**src/rtl/decode_stage.sv**
```systemverilog
// RV32 decode stage feeding the ID/EX boundary: handshake, flush, load-use bubble, illegal flag.
// Defining DECODE_MULDIV_EN adds M-extension (MUL/MULH/DIV/REM) decode on the OP opcode.
module decode_stage #(
  parameter int XLEN         = 32,
  parameter int REG_AW       = 5,
  parameter int ALUOP_W      = 4,
  parameter int HAZARD_CHECK = 1
) (
  input  logic               clk,
  input  logic               rst,
  input  logic               in_valid,
  output logic               in_ready,
  input  logic [31:0]        inst,
  input  logic [XLEN-1:0]    inst_pc,
  input  logic               flush,
  output logic               out_valid,
  input  logic               out_ready,
  output logic [REG_AW-1:0]  readAddr1,
  output logic [REG_AW-1:0]  readAddr2,
  output logic [REG_AW-1:0]  writeAddr,
  output logic [6:0]         OutOpcode,
  output logic [2:0]         OutFunc3,
  output logic [XLEN-1:0]    immValue,
  output logic [ALUOP_W-1:0] ALUop,
  output logic [1:0]         dataCacheControl,
  output logic               regWriteEnable,
  output logic               illegal,
  output logic [XLEN-1:0]    pc_out
);

  localparam logic [6:0] OPC_OPIMM  = 7'b0010011;
  localparam logic [6:0] OPC_LOAD   = 7'b0000011;
  localparam logic [6:0] OPC_STORE  = 7'b0100011;
  localparam logic [6:0] OPC_OP     = 7'b0110011;
  localparam logic [6:0] OPC_BRANCH = 7'b1100011;
  localparam logic [6:0] OPC_LUI    = 7'b0110111;

  typedef enum logic [1:0] {EMPTY, FULL, BUBBLE} state_t;

  state_t state_q, state_d;

  logic [6:0]         opc, f7;
  logic [2:0]         f3;
  logic [3:0]         aluDec;
  logic [1:0]         cacheDec;
  logic               weDec, illDec;
  logic [XLEN-1:0]    immDec;
  logic               usesRs1, usesRs2, hazard, accept;

  logic [REG_AW-1:0]  writeAddr_q;
  logic [6:0]         opcode_q;
  logic [2:0]         func3_q;
  logic [XLEN-1:0]    imm_q, pc_q;
  logic [ALUOP_W-1:0] alu_q;
  logic [1:0]         cache_q;
  logic               we_q, ill_q;

  assign opc       = inst[6:0];
  assign f3        = inst[14:12];
  assign f7        = inst[31:25];
  assign readAddr1 = REG_AW'(inst[19:15]);
  assign readAddr2 = REG_AW'(inst[24:20]);

  function automatic logic [3:0] baseAlu(input logic [2:0] fn);
    case (fn)
      3'b000:  baseAlu = 4'd1;
      3'b001:  baseAlu = 4'd6;
      3'b010:  baseAlu = 4'd9;
      3'b011:  baseAlu = 4'd10;
      3'b100:  baseAlu = 4'd5;
      3'b101:  baseAlu = 4'd7;
      3'b110:  baseAlu = 4'd3;
      default: baseAlu = 4'd4;
    endcase
  endfunction

  always_comb begin
    aluDec   = 4'd0;
    cacheDec = 2'd0;
    weDec    = 1'b0;
    illDec   = 1'b0;
    immDec   = '0;
    case (opc)
      OPC_OPIMM: begin
        immDec = {{(XLEN-12){inst[31]}}, inst[31:20]};
        aluDec = baseAlu(f3);
        weDec  = 1'b1;
        if (f3 == 3'b001 && f7 != 7'd0) illDec = 1'b1;
        if (f3 == 3'b101) begin
          if (f7 == 7'b0100000) aluDec = 4'd8;
          else if (f7 != 7'd0)  illDec = 1'b1;
        end
      end
      OPC_LOAD: begin
        immDec   = {{(XLEN-12){inst[31]}}, inst[31:20]};
        aluDec   = 4'd1;
        cacheDec = 2'd1;
        weDec    = 1'b1;
        if (f3 == 3'b011 || f3 == 3'b110 || f3 == 3'b111) illDec = 1'b1;
      end
      OPC_STORE: begin
        immDec   = {{(XLEN-12){inst[31]}}, inst[31:25], inst[11:7]};
        aluDec   = 4'd1;
        cacheDec = 2'd2;
        if (f3[2] || f3 == 3'b011) illDec = 1'b1;
      end
      OPC_OP: begin
        weDec = 1'b1;
        if (f7 == 7'd0) aluDec = baseAlu(f3);
        else if (f7 == 7'b0100000) begin
          if (f3 == 3'b000)      aluDec = 4'd2;
          else if (f3 == 3'b101) aluDec = 4'd8;
          else                   illDec = 1'b1;
        end
`ifdef DECODE_MULDIV_EN
        else if (f7 == 7'b0000001) begin
          case (f3)
            3'b000:  aluDec = 4'd12;
            3'b001:  aluDec = 4'd13;
            3'b100:  aluDec = 4'd14;
            3'b110:  aluDec = 4'd15;
            default: illDec = 1'b1;
          endcase
        end
`endif
        else illDec = 1'b1;
      end
      OPC_BRANCH: begin
        immDec = {{(XLEN-12){inst[31]}}, inst[7], inst[30:25], inst[11:8], 1'b0};
        aluDec = 4'd2;
        if (f3 == 3'b010 || f3 == 3'b011) illDec = 1'b1;
      end
      OPC_LUI: begin
        immDec = {{(XLEN-32){inst[31]}}, inst[31:12], 12'b0};
        aluDec = 4'd11;
        weDec  = 1'b1;
      end
      default: illDec = 1'b1;
    endcase
    if (illDec) begin
      aluDec   = 4'd0;
      cacheDec = 2'd0;
      weDec    = 1'b0;
    end
    if (inst[11:7] == 5'd0) weDec = 1'b0;
  end

  // A held load can only be bypassed after it leaves, so stall a dependent reader one cycle.
  assign usesRs1 = (opc == OPC_OPIMM) || (opc == OPC_LOAD) || (opc == OPC_STORE) ||
                   (opc == OPC_OP) || (opc == OPC_BRANCH);
  assign usesRs2 = (opc == OPC_STORE) || (opc == OPC_OP) || (opc == OPC_BRANCH);
  assign hazard  = (HAZARD_CHECK != 0) && (state_q == FULL) && (opcode_q == OPC_LOAD) &&
                   (writeAddr_q != '0) &&
                   ((usesRs1 && readAddr1 == writeAddr_q) || (usesRs2 && readAddr2 == writeAddr_q));
  assign in_ready = !hazard && (!out_valid || out_ready);
  assign accept   = in_valid && in_ready && !flush;

  always_ff @(posedge clk or posedge rst) begin
    if (rst) state_q <= EMPTY;
    else     state_q <= state_d;
  end

  always_comb begin
    state_d = state_q;
    if (flush)       state_d = EMPTY;
    else if (accept) state_d = FULL;
    else begin
      case (state_q)
        FULL:    if (out_ready) state_d = (in_valid && hazard) ? BUBBLE : EMPTY;
        BUBBLE:  state_d = EMPTY;
        default: state_d = EMPTY;
      endcase
    end
  end

  always_comb begin
    out_valid = (state_q == FULL);
  end

  always_ff @(posedge clk or posedge rst) begin
    if (rst) begin
      writeAddr_q <= '0;
      opcode_q    <= '0;
      func3_q     <= '0;
      imm_q       <= '0;
      pc_q        <= '0;
      alu_q       <= '0;
      cache_q     <= '0;
      we_q        <= 1'b0;
      ill_q       <= 1'b0;
    end else if (accept) begin
      writeAddr_q <= REG_AW'(inst[11:7]);
      opcode_q    <= opc;
      func3_q     <= f3;
      imm_q       <= immDec;
      pc_q        <= inst_pc;
      alu_q       <= ALUOP_W'(aluDec);
      cache_q     <= cacheDec;
      we_q        <= weDec;
      ill_q       <= illDec;
    end
  end

  assign writeAddr        = writeAddr_q;
  assign OutOpcode        = opcode_q;
  assign OutFunc3         = func3_q;
  assign immValue         = imm_q;
  assign pc_out           = pc_q;
  assign ALUop            = alu_q;
  assign dataCacheControl = cache_q;
  assign regWriteEnable   = we_q;
  assign illegal          = ill_q;

endmodule

```
**config.mk**
```make
export PLATFORM = sky130hd
export DESIGN_NAME = decode_stage
export DESIGN_NICKNAME = d
export VERILOG_FILES = /design/src/rtl/decode_stage.sv
export SDC_FILE = /design/constraint.sdc
export NUM_CORES = 1
export LEC_CHECK = 0
export CORE_ASPECT_RATIO = 1.25
export CORE_MARGIN = 8
export CORE_UTILIZATION = 40
export CTS_CLUSTER_SIZE = 24
export DETAILED_ROUTE_END_ITERATION = 7
export MAX_ROUTING_LAYER = met4
export PLACE_DENSITY = 0.74
export RECOVER_POWER = 50
export SLEW_MARGIN = 20
export SYNTH_ARGS = -nofsm -noshare
export SYNTH_HDL_FRONTEND = slang
export SYNTH_SLANG_ARGS = --single-unit
```
**constraint.sdc**
```tcl
create_clock -name clk -period 2.9 [get_ports clk]
set_clock_uncertainty 0.15 [all_clocks]
set_input_delay 0.435 -clock clk [delete_from_list [all_inputs] [get_ports clk]]
set_output_delay 0.435 -clock clk [all_outputs]
set_load 0.1 [all_outputs]
```
==> results.yml, run 1 <==
global_route:
  grt_pass1_wl_um: 20500
  first_global_vias: 3895
  grt_usage_pct: 18.6
  grt_max_degree: 33
  antenna_found_initial: 0
  grt_overflow: 0
yosys:
  synth_ff_type: "dfrtp_1"
  synthCells: 375
  synth_fp_nets: 444
  netlist_area_sq_um: 4330
  seq_area_frac_synth_pct: 51.5
  synth_warnings: 0
  synth_edf_count: 0
  netlist_top_cells_area: "dfrtp_1, mux2_2, mux2i_1"
  yosys.area.top_type: "dfrtp_1"
  yosys_register_bits: 89
  yosys.area.top_type_share_pct: 51.5
  async_flop_share_pct: 100
  avgSynthCellArea_sq_um: 11.5
  synth.distinct_cells: 55
floorplan:
  die_area_sq_um: 14400
  dieHeight_um: 132
  die-width_um: 109
  core_region_area_sq_um: 10600
  rows: 42
  io_pins: 168
  start_util_pct: 41.0
routing:
  viasPerCell: 5.15
  first_iter_violations: 141
  drc: 0
  routedWlPerCell_um: 18.6
  firstDrtPassIters: 4
  antenna_left: 0
  drt-total-wl_um: 12800
  num_vias: 3536
clocking:
  cts_tree: "built"
  root_buffer: "clkbuf_16"
  h-tree-depth: 3
  cts_buffers: 9
  cts_sinks: 89
  cts.path.max_buffers: 2
  insertion_delay_ns: 0.33
  cts_resized: 0
  hold_buffers: 0
  post_cts_buffers: 0
  clk_pin_slew_ns: 0.06
cells_and_area:
  nets: 618
  antenna_cells: 0
  final_common_cell: "dfrtp_1"
  drive_gt1_share_pct: 28.0
  post-route-util_pct: 57.7
  seq_area_sq_um: 2230
  multi_input_area_sq_um: 1810
  n_fill_cell: 925
  area_growth_pct: 40.8
  layout_common_cells: "dfrtp_1, buf_4, clkdlybuf4s50_1"
run:
  cap_violations: 0
critical_path:
  crit_fanout: 7
  end_kind: "primary output"
  start_kind: "primary input"
  critPathKind: "in2out"
  required_ns: 2.32
  reg2reg_slack_ns: 0.62
  critPathArrivalTime_ns: 2.23
sta:
  relSlewSlack_pct: 14.0
  max_freq_mhz: 355
  hold_viol_final: 0
  final_max_slew_viol_count: 0
  rsz0062_at_grt: "no"
  finalCritPeriodShare_pct: 97.0
  fin_tns_setup_ns: 0
  setup_viol: 0
  period_needed_ns: 2.81
  setup_slack_ns: 0.0861
  tightest_slew_ns: 1.28
  whs_ns: 0.339
placement:
  place_congestion: 0.891
  port_buffers: 167
  pre_cts_slack_ns: 0.0879
  hpwl_um: 10200
power:
  ir_drop_uv: 503
  p_leak_nw: 2.71
  cellPowerDensity_nw_per_um2: 690
outcome:
  outcome: "completed"
worst_hold_path:
  min_path_type: "reg2reg"
## worst paths after layout
path,start,end,cells past startpoint
min,pc_out[31]$_DFFE_PP0P_,pc_out[31]$_DFFE_PP0P_,1
max,inst[3],in_ready,7
max in group asynchronous,rst,pc_out[11]$_DFFE_PP0P_,3
max reg2reg,OutOpcode[1]$_DFFE_PP0P_,writeAddr[4]$_DFFE_PP0P_,6
min in group asynchronous,rst,state_q[1]$_DFFE_PP0P_,2
min reg2reg,pc_out[31]$_DFFE_PP0P_,pc_out[31]$_DFFE_PP0P_,1
## final cells by class
| class | count | area share [%] |
|---|---|---|
| Sequential cell | 89 | 36.6 |
| Multi-Input combinational cell | 229 | 29.7 |
| Clock inverter | 6 | 1.11 |
| Tap cell | 132 | 2.71 |
| Timing Repair Buffer | 193 | 24.3 |
| Clock buffer | 10 | 3.92 |
| Inverter | 27 | 1.68 |
## synthesized netlist by cell type (10+ instances only)
cell type and count:
mux2_2 40, dfrtp_1 89, mux2i_1 21, nor2_1 10, a21oi_1 23, buf_4 15, xnor2_1 10, o21ai_0 21
nand2_1 17, mux2_1 11, inv_1 27
## critical path: stages
cell and delay (ns):
clkdlybuf4s50_1 0.46, and4bb_4 0.41, o21ai_1 0.11, o32a_1 0.36, o21ai_2 0.18, inv_1 0.10
buf_12 0.17
## sequential cells by signal, summed over array words and instances (netlist names)
register	count
ALUop	4
OutFunc3	3
OutOpcode	7
dataCacheControl	2
illegal	1
immValue	32
pc_out	32
regWriteEnable	1
state_q	2
writeAddr	5
## metrics by stage
stage,cells,total power [W],instance area (sq um)
after floorplan,375,0.00269,4330
after global placement,670,0.00312,6000
after detailed placement,670,0.00314,6000
after CTS,686,0.00433,6310
after global routing,686,0.00436,6090
final,686,0.00420,6090
## power breakdown
group          leakage (nW)  switching, W  total (W)  internal [W]
Clock                 0.145      0.000474    0.00117      0.000692
Sequential             1.13     0.0000848    0.00145       0.00137
Combinational          1.43       0.00123    0.00159      0.000351
## routing by layer
| layer | global-route usage, % | up-vias | part of all wire [%] |
|---|---|---|---|
| li1 | - | 1656 | - |
| met1 | 22.5 | 1731 | 41 |
| met2 | 29.1 | 134 | 49 |
| met3 | 5.48 | 15 | 7.8 |
| met4 | 5.72 | 0 | 1.6 |
| met5 | - | - | 0 |
## cells by family (layout without fill, tap and decap cells)
group | Yosys count | in the layout | synth area share [%]
AOI/OAI and AO/OA | 74 | 74 | 11.1
xor gates and xnor gates | 11 | 11 | 2.23
buffers and inverters | 57 | 236 | 7.09
DFF | 89 | 89 | 51.5
muxes | 72 | 72 | 18.1
and+or+nand+nor | 72 | 72 | 10.0
No activity file was read; power rests on OpenSTA's default activity.
==> run 2, diff against run 1 <==
--- a/config.mk
+++ b/config.mk
@@ -7,11 +7,12 @@
 export LEC_CHECK = 0
 export CORE_ASPECT_RATIO = 1.25
 export CORE_MARGIN = 8
-export CORE_UTILIZATION = 40
-export CTS_CLUSTER_SIZE = 24
+export CORE_UTILIZATION = 45
+export CTS_CLUSTER_SIZE = 40
 export DETAILED_ROUTE_END_ITERATION = 7
+export DONT_BUFFER_PORTS = 1
 export MAX_ROUTING_LAYER = met4
-export PLACE_DENSITY = 0.74
+export PLACE_DENSITY = 0.59
 export RECOVER_POWER = 50
 export SLEW_MARGIN = 20
 export SYNTH_ARGS = -nofsm -noshare
==> results.yml, run 2 (synthesized netlist as in run 1, its figures left out) <==
power:
  ir_drop_uv: 522
  p_leak_nw: 2.09
  cellPowerDensity_nw_per_um2: 840
cells_and_area:
  area_growth_pct: 11.1
  drive_gt1_share_pct: 22.7
  antenna_cells: 0
  final_common_cell: "dfrtp_1"
  layout_common_cells: "dfrtp_1, mux2_2, inv_1"
  n_fill_cell: 889
  nets: 448
routing:
  viasPerCell: 5.64
  firstDrtPassIters: 7
  antenna_left: 0
  route.met3.wl_um: 1120
  dr_wl_met2_um: 5660
  drt-total-wl_um: 11400
  num_vias: 2877
  first_iter_violations: 132
  wl_met1_um: 4370
  drc: 0
  top_layer: "met4"
  routedWlPerCell_um: 22.3
floorplan:
  start_util_pct: 45.5
  die_area_sq_um: 13000
  io_pins: 168
  die-width_um: 104
  core_region_area_sq_um: 9510
  dieHeight_um: 126
  rows: 40
critical_path:
  critPathArrivalTime_ns: 1.92
  cpLargestDelayFamily: "compound AO/OA/AOI/OAI gates"
  start_kind: "register"
  cp_num_buf_inv: 2
  required_ns: 2.32
  crit_fanout: 5
  worst_path_max_delay_cell: "dfrtp_1"
  slowest_delay_ns: 0.45
  reg2reg_slack_ns: 0.55
  critPathKind: "reg2out"
  r2r_cells: 8
  path_cells: "xnor2_1 > nand3_1 > o32a_1 > o21ai_2 > inv_1 > buf_4"
  r2r-end: "immValue[19]$_DFFE_PP0P_"
  end_kind: "primary output"
  r2r-start: "writeAddr[0]$_DFFE_PP0P_"
global_route:
  grt_max_degree: 90
  antenna_found_initial: 0
  grt_pass1_wl_um: 17900
  first_global_vias: 3011
  grt_overflow: 0
  grt_usage_pct: 18.0
run:
  cap_violations: 0
outcome:
  outcome: "completed"
sta:
  final_max_slew_viol_count: 0
  finalCritPeriodShare_pct: 86.2
  fin_tns_setup_ns: 0
  period_needed_ns: 2.50
  relSlewSlack_pct: 14.6
  hold_viol_final: 0
  setup_slack_ns: 0.400
  whs_ns: 0.0134
  rsz0062_at_grt: "no"
  setup_viol: 0
  tightest_slew_ns: 1.28
  max_freq_mhz: 400
clocking:
  cts.path.max_buffers: 2
  cts_tree: "built"
  insertion_delay_ns: 0.34
  clk_pin_slew_ns: 0.07
  post_cts_buffers: 0
  cts_sinks: 89
  root_buffer: "clkbuf_16"
  h-tree-depth: 3
  cts_buffers: 9
worst_hold_path:
  min_path_type: "in2reg"
  min_from: "flush"
  hold_path_depth: 1
  hold_end: "state_q[0]$_DFFE_PP0P_"
placement:
  hpwl_um: 8600
  place_congestion: 0.860
  port_buffers: 0
  pre_cts_slack_ns: 0.448
==> run 2: report_power, final <==
part           switching, W  internal (W)
clock              0.000484      0.000845
combinational      0.000373      0.000168
sequential         0.000817       0.00135
total               0.00167       0.00236
==> run 2: layout make-up <==
type	instances	area [sq um]	share of cell area, %
timing repair buffer	23	168	3.49
tap	126	158	3.28
clock buffer	10	229	4.77
inverter	27	105	2.19
clock inverter	6	114	2.37
multi-input combinational	229	1800	37.5
sequential	89	2230	46.4
==> run 2: worst max path at each step <==
stage | start | end | slack [ns] | depth (start not counted)
final | writeAddr[2]$_DFFE_PP0P_ | in_ready | 0.40 | 6
after global routing | writeAddr[2]$_DFFE_PP0P_ | in_ready | 0.27 | 6
after CTS | writeAddr[4]$_DFFE_PP0P_ | in_ready | 0.37 | 6
after detailed placement | inst[5] | writeAddr[3]$_DFFE_PP0P_ | 0.45 | 7
after global placement | inst[5] | pc_out[26]$_DFFE_PP0P_ | 0.47 | 7
after floorplan | writeAddr[2]$_DFFE_PP0P_ | in_ready | -0.05 | 6
==> run 2: routing by layer <==
layer | global-route usage [%] | up-vias
met5 | - | -
met4 | 7.94 | 0
met3 | 6.58 | 14
met2 | 29.2 | 133
met1 | 19.4 | 1410
li1 | - | 1320
==> run 2: metrics by stage <==
stage,total power (W),utilization [%],instances,instance area (sq um)
3_3_place_gp,0.00276,47.5,493,4510
5_1_grt,0.00416,50.5,510,4800
6_report,0.00404,50.5,510,4800
3_5_place_dp,0.00277,47.5,493,4510
2_1_floorplan,0.00269,-,375,4330
4_1_cts,0.00410,51.2,510,4870
==> run 2: timing repair <==
| action | in CTS | in global routing |
|---|---|---|
| resized for setup | 0 | 0 |
| hold buffers | 1 | 0 |
| setup endpoints to repair | 0 | 0 |
| hold endpoints to repair | 89 | 0 |
==> run 3, diff against run 2 <==
--- a/config.mk
+++ b/config.mk
@@ -12,7 +12,7 @@
 export DETAILED_ROUTE_END_ITERATION = 7
 export DONT_BUFFER_PORTS = 1
 export MAX_ROUTING_LAYER = met4
-export PLACE_DENSITY = 0.59
+export PLACE_DENSITY = 0.57
 export RECOVER_POWER = 50
 export SLEW_MARGIN = 20
 export SYNTH_ARGS = -nofsm -noshare
==> constraint.sdc (replaced) <==
create_clock -name clk -period 2.78 [get_ports clk]
set_clock_uncertainty 0.15 [all_clocks]
set_input_delay 0.417 -clock clk [delete_from_list [all_inputs] [get_ports clk]]
set_output_delay 0.417 -clock clk [all_outputs]
set_load 0.1 [all_outputs]
==> results.yml, run 3 (synthesized netlist as in run 1, its figures left out) <==
placement:
  port_buffers: 0
  hpwl_um: 8140
  place_congestion: 0.913
  dp_cells: 491
routing:
  drt-total-wl_um: 11100
  antenna_left: 0
  viasPerCell: 5.60
  routedWlPerCell_um: 21.8
  firstDrtPassIters: 4
  num_vias: 2849
  first_iter_violations: 146
  drc: 0
global_route:
  antenna_found_initial: 0
  first_global_vias: 3149
  grt_max_degree: 90
  grt_overflow: 0
  grt_usage_pct: 17.7
  grt_pass1_wl_um: 17700
critical_path:
  required_ns: 2.21
  crit_fanout: 6
  end_kind: "primary output"
  slowest_delay_ns: 0.43
  start_kind: "register"
  path_cells: "xnor2_1 > nand3_1 > o32a_1 > o21ai_2 > inv_1 > buf_4"
  critPathArrivalTime_ns: 2.01
  critPathKind: "reg2out"
  cpLargestDelayFamily: "compound AO/OA/AOI/OAI gates"
  worst_path_max_delay_cell: "dfrtp_1"
  reg2reg_slack_ns: 0.50
  cp_num_buf_inv: 2
floorplan:
  core_region_area_sq_um: 9510
  rows: 40
  die-width_um: 104
  start_util_pct: 45.5
  die_area_sq_um: 13000
  io_pins: 168
  dieHeight_um: 126
cells_and_area:
  final_common_cell: "dfrtp_1"
  n_fill_cell: 889
  antenna_cells: 0
  drive_gt1_share_pct: 21.9
  post-route-util_pct: 50.3
  nets: 447
  area_growth_pct: 10.5
  layout_common_cells: "dfrtp_1, mux2_2, inv_1"
  fin_cells: 509
clocking:
  clk_pin_slew_ns: 0.06
  cts.path.max_buffers: 2
  insertion_delay_ns: 0.34
  h-tree-depth: 3
  cts_tree: "built"
  cts_sinks: 89
  cts_resized: 0
  root_buffer: "clkbuf_16"
  cts_buffers: 9
power:
  p_leak_nw: 2.09
  finalPower_w: 0.00419
  ir_drop_uv: 485
  cellPowerDensity_nw_per_um2: 876
sta:
  max_freq_mhz: 388
  whs_ns: 0.0442
  final_max_slew_viol_count: 0
  fin_tns_setup_ns: 0
  setup_viol: 0
  tightest_slew_ns: 1.28
  period_needed_ns: 2.58
  relSlewSlack_pct: 14.7
  hold_viol_final: 0
  rsz0062_at_grt: "no"
  finalCritPeriodShare_pct: 92.7
run:
  cap_violations: 0
outcome:
  outcome: "completed"
worst_hold_path:
  min_path_type: "in2reg"
run 3: changes by cell type in the layout (fill, tap and decap cells not counted), sizes merged:
cell	delta
buf	-2
clkbuf	+1
clkinv	+2
clkinvlp	-2
dlygate4sd3	+1
inv	-1
run 3: power breakdown:
| group | internal (W) | total, W | switching [W] |
|---|---|---|---|
| Clock | 0.000879 | 0.00138 | 0.000497 |
| Combinational | 0.000173 | 0.000560 | 0.000387 |
| Sequential | 0.00141 | 0.00225 | 0.000847 |
run 3: cell type report:
| cell class | instances | area, sq um | area share, % |
|---|---|---|---|
| flip-flops and latches | 89 | 2230 | 46.6 |
| clock inverters | 5 | 104 | 2.17 |
| multi-input cells | 229 | 1800 | 37.7 |
| inverters | 27 | 105 | 2.20 |
| clock buffers | 11 | 233 | 4.87 |
| repair buffers | 22 | 150 | 3.14 |
| well taps | 126 | 158 | 3.30 |
run 3: worst register-to-register path: stages, from the launching register on:
cell and delay (ns):
dfrtp_1 0.39, nor4bb_1 0.38, nand4_1 0.18, o21bai_1 0.27, nand3_4 0.15, buf_12 0.24, mux2_2 0.40
run 3: what timing repair did:
| item | 4_1_cts | 5_1_grt |
|---|---|---|
| hold buffers | 2 | 0 |
| hold endpoints to repair | 90 | 0 |
| setup buffers | 0 | 0 |
run 3: through the flow:
step | instance area [sq um] | setup slack [ns]
after floorplan | 4330 | -0.149
after global placement | 4490 | 0.421
after detailed placement | 4490 | 0.388
after CTS | 4840 | 0.170
after global routing | 4780 | 0.0498
final | 4780 | 0.202
run 3: routing by layer:
| metal | share of wire (%) | vias to the layer above | GRT usage [%] | routed length (um) |
|---|---|---|---|---|
| met2 | 50 | 120 | 28.6 | 5520 |
| met1 | 39 | 1399 | 19.4 | 4330 |
| met5 | 0 | - | - | 0 |
| met3 | 8.4 | 22 | 5.41 | 926 |
| li1 | - | 1308 | - | - |
| met4 | 2.8 | 0 | 9.14 | 315 |
run 3: path summary, 6_finish.rpt:
path / startpoint / end / cells past startpoint
max: writeAddr[2]$_DFFE_PP0P_ / in_ready / 6
min: out_ready / state_q[1]$_DFFE_PP0P_ / 2
max reg2reg: OutOpcode[6]$_DFFE_PP0P_ / pc_out[4]$_DFFE_PP0P_ / 6
min reg2reg: writeAddr[4]$_DFFE_PP0P_ / writeAddr[4]$_DFFE_PP0P_ / 1
max in group asynchronous: rst / writeAddr[4]$_DFFE_PP0P_ / 3
min in group asynchronous: rst / immValue[6]$_DFFE_PP0P_ / 3
==> edit 1: new RTL, flow settings as in run 3 <==
Add a define of `DECODE_MULDIV_EN`.
--- a/src/rtl/decode_stage.sv
+++ b/src/rtl/decode_stage.sv
@@ -2,2 +2,4 @@
 // Defining DECODE_MULDIV_EN adds M-extension (MUL/MULH/DIV/REM) decode on the OP opcode.
+`define DECODE_MULDIV_EN
+
 module decode_stage #(
Behaviour: not the same (a bounded check fails within 4 cycles, from zero or initial values and one cycle with rst high).
==> edit 1 against run 3 <==
- total power down 1.3%
- register-to-register slack better by 0.02 ns
- sequential cell count unchanged
- utilization down 0.60 points
- maximum frequency up 5.7%
- area after synthesis up 1.6%
- setup slack better by 0.14 ns
- cell area down 0.68%
- global-route usage up 2.2 points
- wire length up 14%
- via count up 18%
- critical path type unchanged
==> edit 1: results (changes against run 3) <==
outcome -> complete, no violations
Syn Nets -> 560 (+26%)
met2 wire len -> 6230 µm (+13%)
DP Area -> 0.00447 mm² (-0.42%)
Compound-Gate Fraction of Synth Area -> 13.5% (+2.5 points)
M1 wire length -> 4740 µm (+9.5%)
xor and xnor area share after synthesis -> 2.39% (+0.16 points)
total power draw -> 4.13 mW (-1.3%)
maximum VDD drop -> 0.000319 V (-34%)
worst-path fanout max -> 5 (-1)
register area share after synthesis -> 50.7% (-0.84 points)
worst setup margin -> 0.340 ns (+0.138 ns)
top post-synthesis cells by count -> nand2_1 (179), dfrtp_1 (89), nor2_1 (28)
Placed Instances -> 598 (+22%)
DP Wirelength -> 9440 µm (+16%)
met2 GRT Util -> 31.3% (+2.6 points)
leakage power -> 2.19 nW (+5.1%)
detailed-route wire length -> 12,600 µm (+14%)
share of post-route cells with drive strength above 1 -> 10.8% (-11 points)
first-pass GRT wire length -> 20,100 µm (+14%)
Slew @ Worst Pin -> 1.30 ns (+0.0258 ns)
FF-to-FF setup slack -> 0.52 ns (+0.02 ns)
vias in the first global route -> 3,387 (+7.6%)
Slowest-stage cell, CP -> dfrtp_1
ranking of synthesized cells by area -> dfrtp_1 (51%), nand2_1 (15%), buf_6 (3.3%)
Worst setup startpoint -> writeAddr[4]
DR WL met3 -> 1170 µm (+26%)
Sw Share -> 43.2% (+1.9 points)
pre-CTS setup slack -> 0.512 ns (+0.124 ns)
RR Endpoint -> immValue[2]
total track usage -> 19.9% (+2.2 points)
Final Wtd Congestion -> 0.895 (-2.0%)
fillcell total -> 938 (+5.5%)
asr flop ratio synth -> 100% (unchanged)
max incr delay on CP -> 0.43 ns (about the same)
Worst Hold Class -> in2reg
worst reg-to-reg path cell count -> 7 (+1)
routing usage on met3 -> 6.69% (+1.3 points)
CTS buffer count -> 9 (unchanged)
Via-to-Cell Ratio -> 5.46 (-2.5%)
post-synthesis mux area share -> 0.711% (-17 points)
average size of a mapped cell -> 8.95 µm² (-22%)
vias -> 3,356 (+18%)
pin count of the biggest net entering global routing -> 74 (-18%)
critical path's top delay family -> simple AND/OR/NAND/NOR gates
WP data arrival -> 1.87 ns (-0.14 ns)
NumNets Final -> 553 (+24%)
Storage cell area -> 0.00223 mm² (about the same)
adder-cell area share of the yosys netlist -> 0.228% (+0.23 points)
initial DRC count -> 180 (+23%)
GR Layer Usage met1 -> 22.6% (+3.2 points)
post-synth cell types -> 59 (+7.3%)
-- edit 1: worst register-to-register path: cells and delay by family, from the launching register on --
kind            cells  cell delay (ns)
compound gates      2             0.83
xor+xnor            1             0.23
buf+inv             1             0.28
flops               1             0.43
simple gates        3             0.26
-- edit 1: final cells by class --
class	instances	share of cell area, %
Clock buffer	11	5.11
Clock inverter	5	1.66
Inverter	5	0.474
Multi-Input combinational cell	356	39.1
Sequential cell	89	46.9
Tap cell	126	3.32
Timing Repair Buffer	23	3.43
-- edit 1: how the worst min path moves through the flow --
stage	endpoint	slack, ns	startpoint	depth (start not counted)
global placement	pc_out[25]	0.31	rst	2
CTS	dataCacheControl[1]	0.03	inst[6]	1
detailed placement	pc_out[25]	0.31	rst	2
global route	dataCacheControl[0]	0.02	inst[4]	1
floorplan	state_q[0]	0.37	out_ready	1
finish	dataCacheControl[0]	0.04	inst[4]	1
-- edit 1: repair_timing --
action	in CTS	in global routing
hold endpoints to repair	37	0
hold buffers	1	0
setup endpoints to repair	0	0
==> edit 2: new RTL, settings of run 3 <==
Without the edit above. Encoding of `state_t`: now one-hot (3 bits for 3 states).
--- a/src/rtl/decode_stage.sv
+++ b/src/rtl/decode_stage.sv
@@ -37,3 +37,3 @@
 
-  typedef enum logic [1:0] {EMPTY, FULL, BUBBLE} state_t;
+  typedef enum logic [2:0] {EMPTY = 3'b001, FULL = 3'b010, BUBBLE = 3'b100} state_t;
 
Check against the original RTL: no difference found for any inputs over 10 cycles, from zero or initial values and one cycle with rst high; not proved beyond that.
==> edit 2 against run 3 <==
- non-clock buffer count increased by 9
- clock power decreased by 9%
- first-iteration DRC count decreased by 23%
- cell area increased by 0.58%
- sequential share of layout area increased by 0.28 points
- setup slack got worse by 0.051 ns
- wire length decreased by 0.97%
- total power decreased by 5.8%
- sequential cell count increased by 1
- area after synthesis decreased by 0.67%
==> edit 2: results (changes against run 3) <==
WP data arrival -> 2.06 ns (+0.05 ns)
Seq area share -> 46.9% (+0.28 points)
clock latency at the later pin of the worst-skew pair -> 0.34 ns (about the same)
DR WL/cell -> 21.7 µm (-0.18%)
Clock Power -> 1.26 mW (-9%)
initial DRC count -> 113 (-23%)
multi-input combinational area share -> 35.9% (-1.8 points)
top post-synthesis cells by count -> dfrtp_1 (89), mux2_2 (50), o21ai_0 (31)
DP Area -> 0.00451 mm² (+0.50%)
M1 wire length -> 4130 µm (-4.5%)
post-synthesis mux area share -> 17.8% (-0.37 points)
routing usage on met3 -> 8.11% (+2.7 points)
DR WL met3 -> 1330 µm (+43%)
switching pwr -> 1.64 mW (-5.4%)
adder-cell area share of the yosys netlist -> 0% (unchanged)
Non-clock buffer share -> 5.46% (+2.3 points)
leakage power -> 2.08 nW (-0.31%)
post-synth cell types -> 49 (-11%)
pin count of the biggest net entering global routing -> 70 (-22%)
share of post-route cells with drive strength above 1 -> 26.1% (+4.2 points)
xor and xnor area share after synthesis -> 2.24% (+0.015 points)
ranking of synthesized cells by area -> dfrtp_1 (52%), mux2_2 (13%), mux2i_1 (4.7%)
critical path's top delay family -> simple AND/OR/NAND/NOR gates
vias in the first global route -> 2,994 (-4.9%)
Area growth syn-to-layout -> 11.9%
Slew @ Worst Pin -> 1.24 ns (-0.0422 ns)
fillcell total -> 858 (-3.5%)
total track usage -> 17.6% (-0.13 points)
hold path start -> flush
outcome -> complete, no violations
Final Wtd Congestion -> 0.840 (-8.0%)
CLK BUF -> 10 (-1)
Placed Instances -> 487 (-0.81%)
Compound-Gate Fraction of Synth Area -> 11.4% (+0.31 points)
GR Layer Usage met1 -> 19.2% (-0.21 points)
clk sinks -> 90 (+1.1%)
average size of a mapped cell -> 11.7 µm² (+1.8%)
vias -> 2,823 (-0.91%)
multi-input gates -> 217 (-5.2%)
maximum VDD drop -> 0.000396 V (-18%)
htree depth -> 3 (unchanged)
met2 wire len -> 5370 µm (-2.7%)
Clk network pwr share -> 32.0% (-0.8 points)
Syn Nets -> 435 (-2.0%)
pre-CTS setup slack -> 0.320 ns (-0.0677 ns)
Inverters -> 25 (-7.4%)
layout buffer count excluding clock buffers -> 31 (+41%)
clock network area share -> 6.51% (-0.53 points)
number of placement rows -> 40 (unchanged)
worst hold path cell count -> 1 (-1)
worst reg-to-reg path cell count -> 7 (+1)
first-pass GRT wire length -> 16,900 µm (-4.8%)
Power Sequential -> 2.17 mW (-4%)
Port Buffers -> 0 (unchanged)
Worst setup startpoint -> writeAddr[0]
register area share after synthesis -> 52.4% (+0.96 points)
worst-path fanout max -> 15 (+9)
detailed-route wire length -> 11,000 µm (-0.97%)
met2 GRT Util -> 27.7% (-0.91 points)
DP Wirelength -> 8350 µm (+2.6%)
[edit 2: changes by cell type after synthesis, moves of 4 or more]
cell / before / now
xor2_1: 1 / 8
o21ai_1: 5 / 0
nor2_1: 10 / 5
o21ai_0: 21 / 31
mux2_2: 40 / 50
nor4_1: 0 / 5
nand2_1: 17 / 13
xnor2_1: 10 / 3
mux2_1: 11 / 0
[edit 2: logic make-up after synthesis]
kind of cell / Yosys count
flip-flops: 90
XOR/XNOR: 11
buffers and inverters: 59
AO/OA/AOI/OAI: 79
multiplexers: 70
AND/OR/NAND/NOR: 57
[edit 2: final timing paths]
kind / endpoint / slack, ns
setup / recovery: in_ready / 0.15
hold / removal: state_q[0] / 0.04
setup reg to reg: pc_out[25] / 0.43
hold reg to reg: state_q[2] / 0.49
max in group asynchronous: state_q[0] / 0.99
min in group asynchronous: immValue[29] / 0.60
[edit 2: what timing repair did]
action                                  CTS  global route
gates resized for setup                   0             2
endpoints found under the setup margin    0             1
hold endpoints to repair                 22             0
hold buffers                              2             0
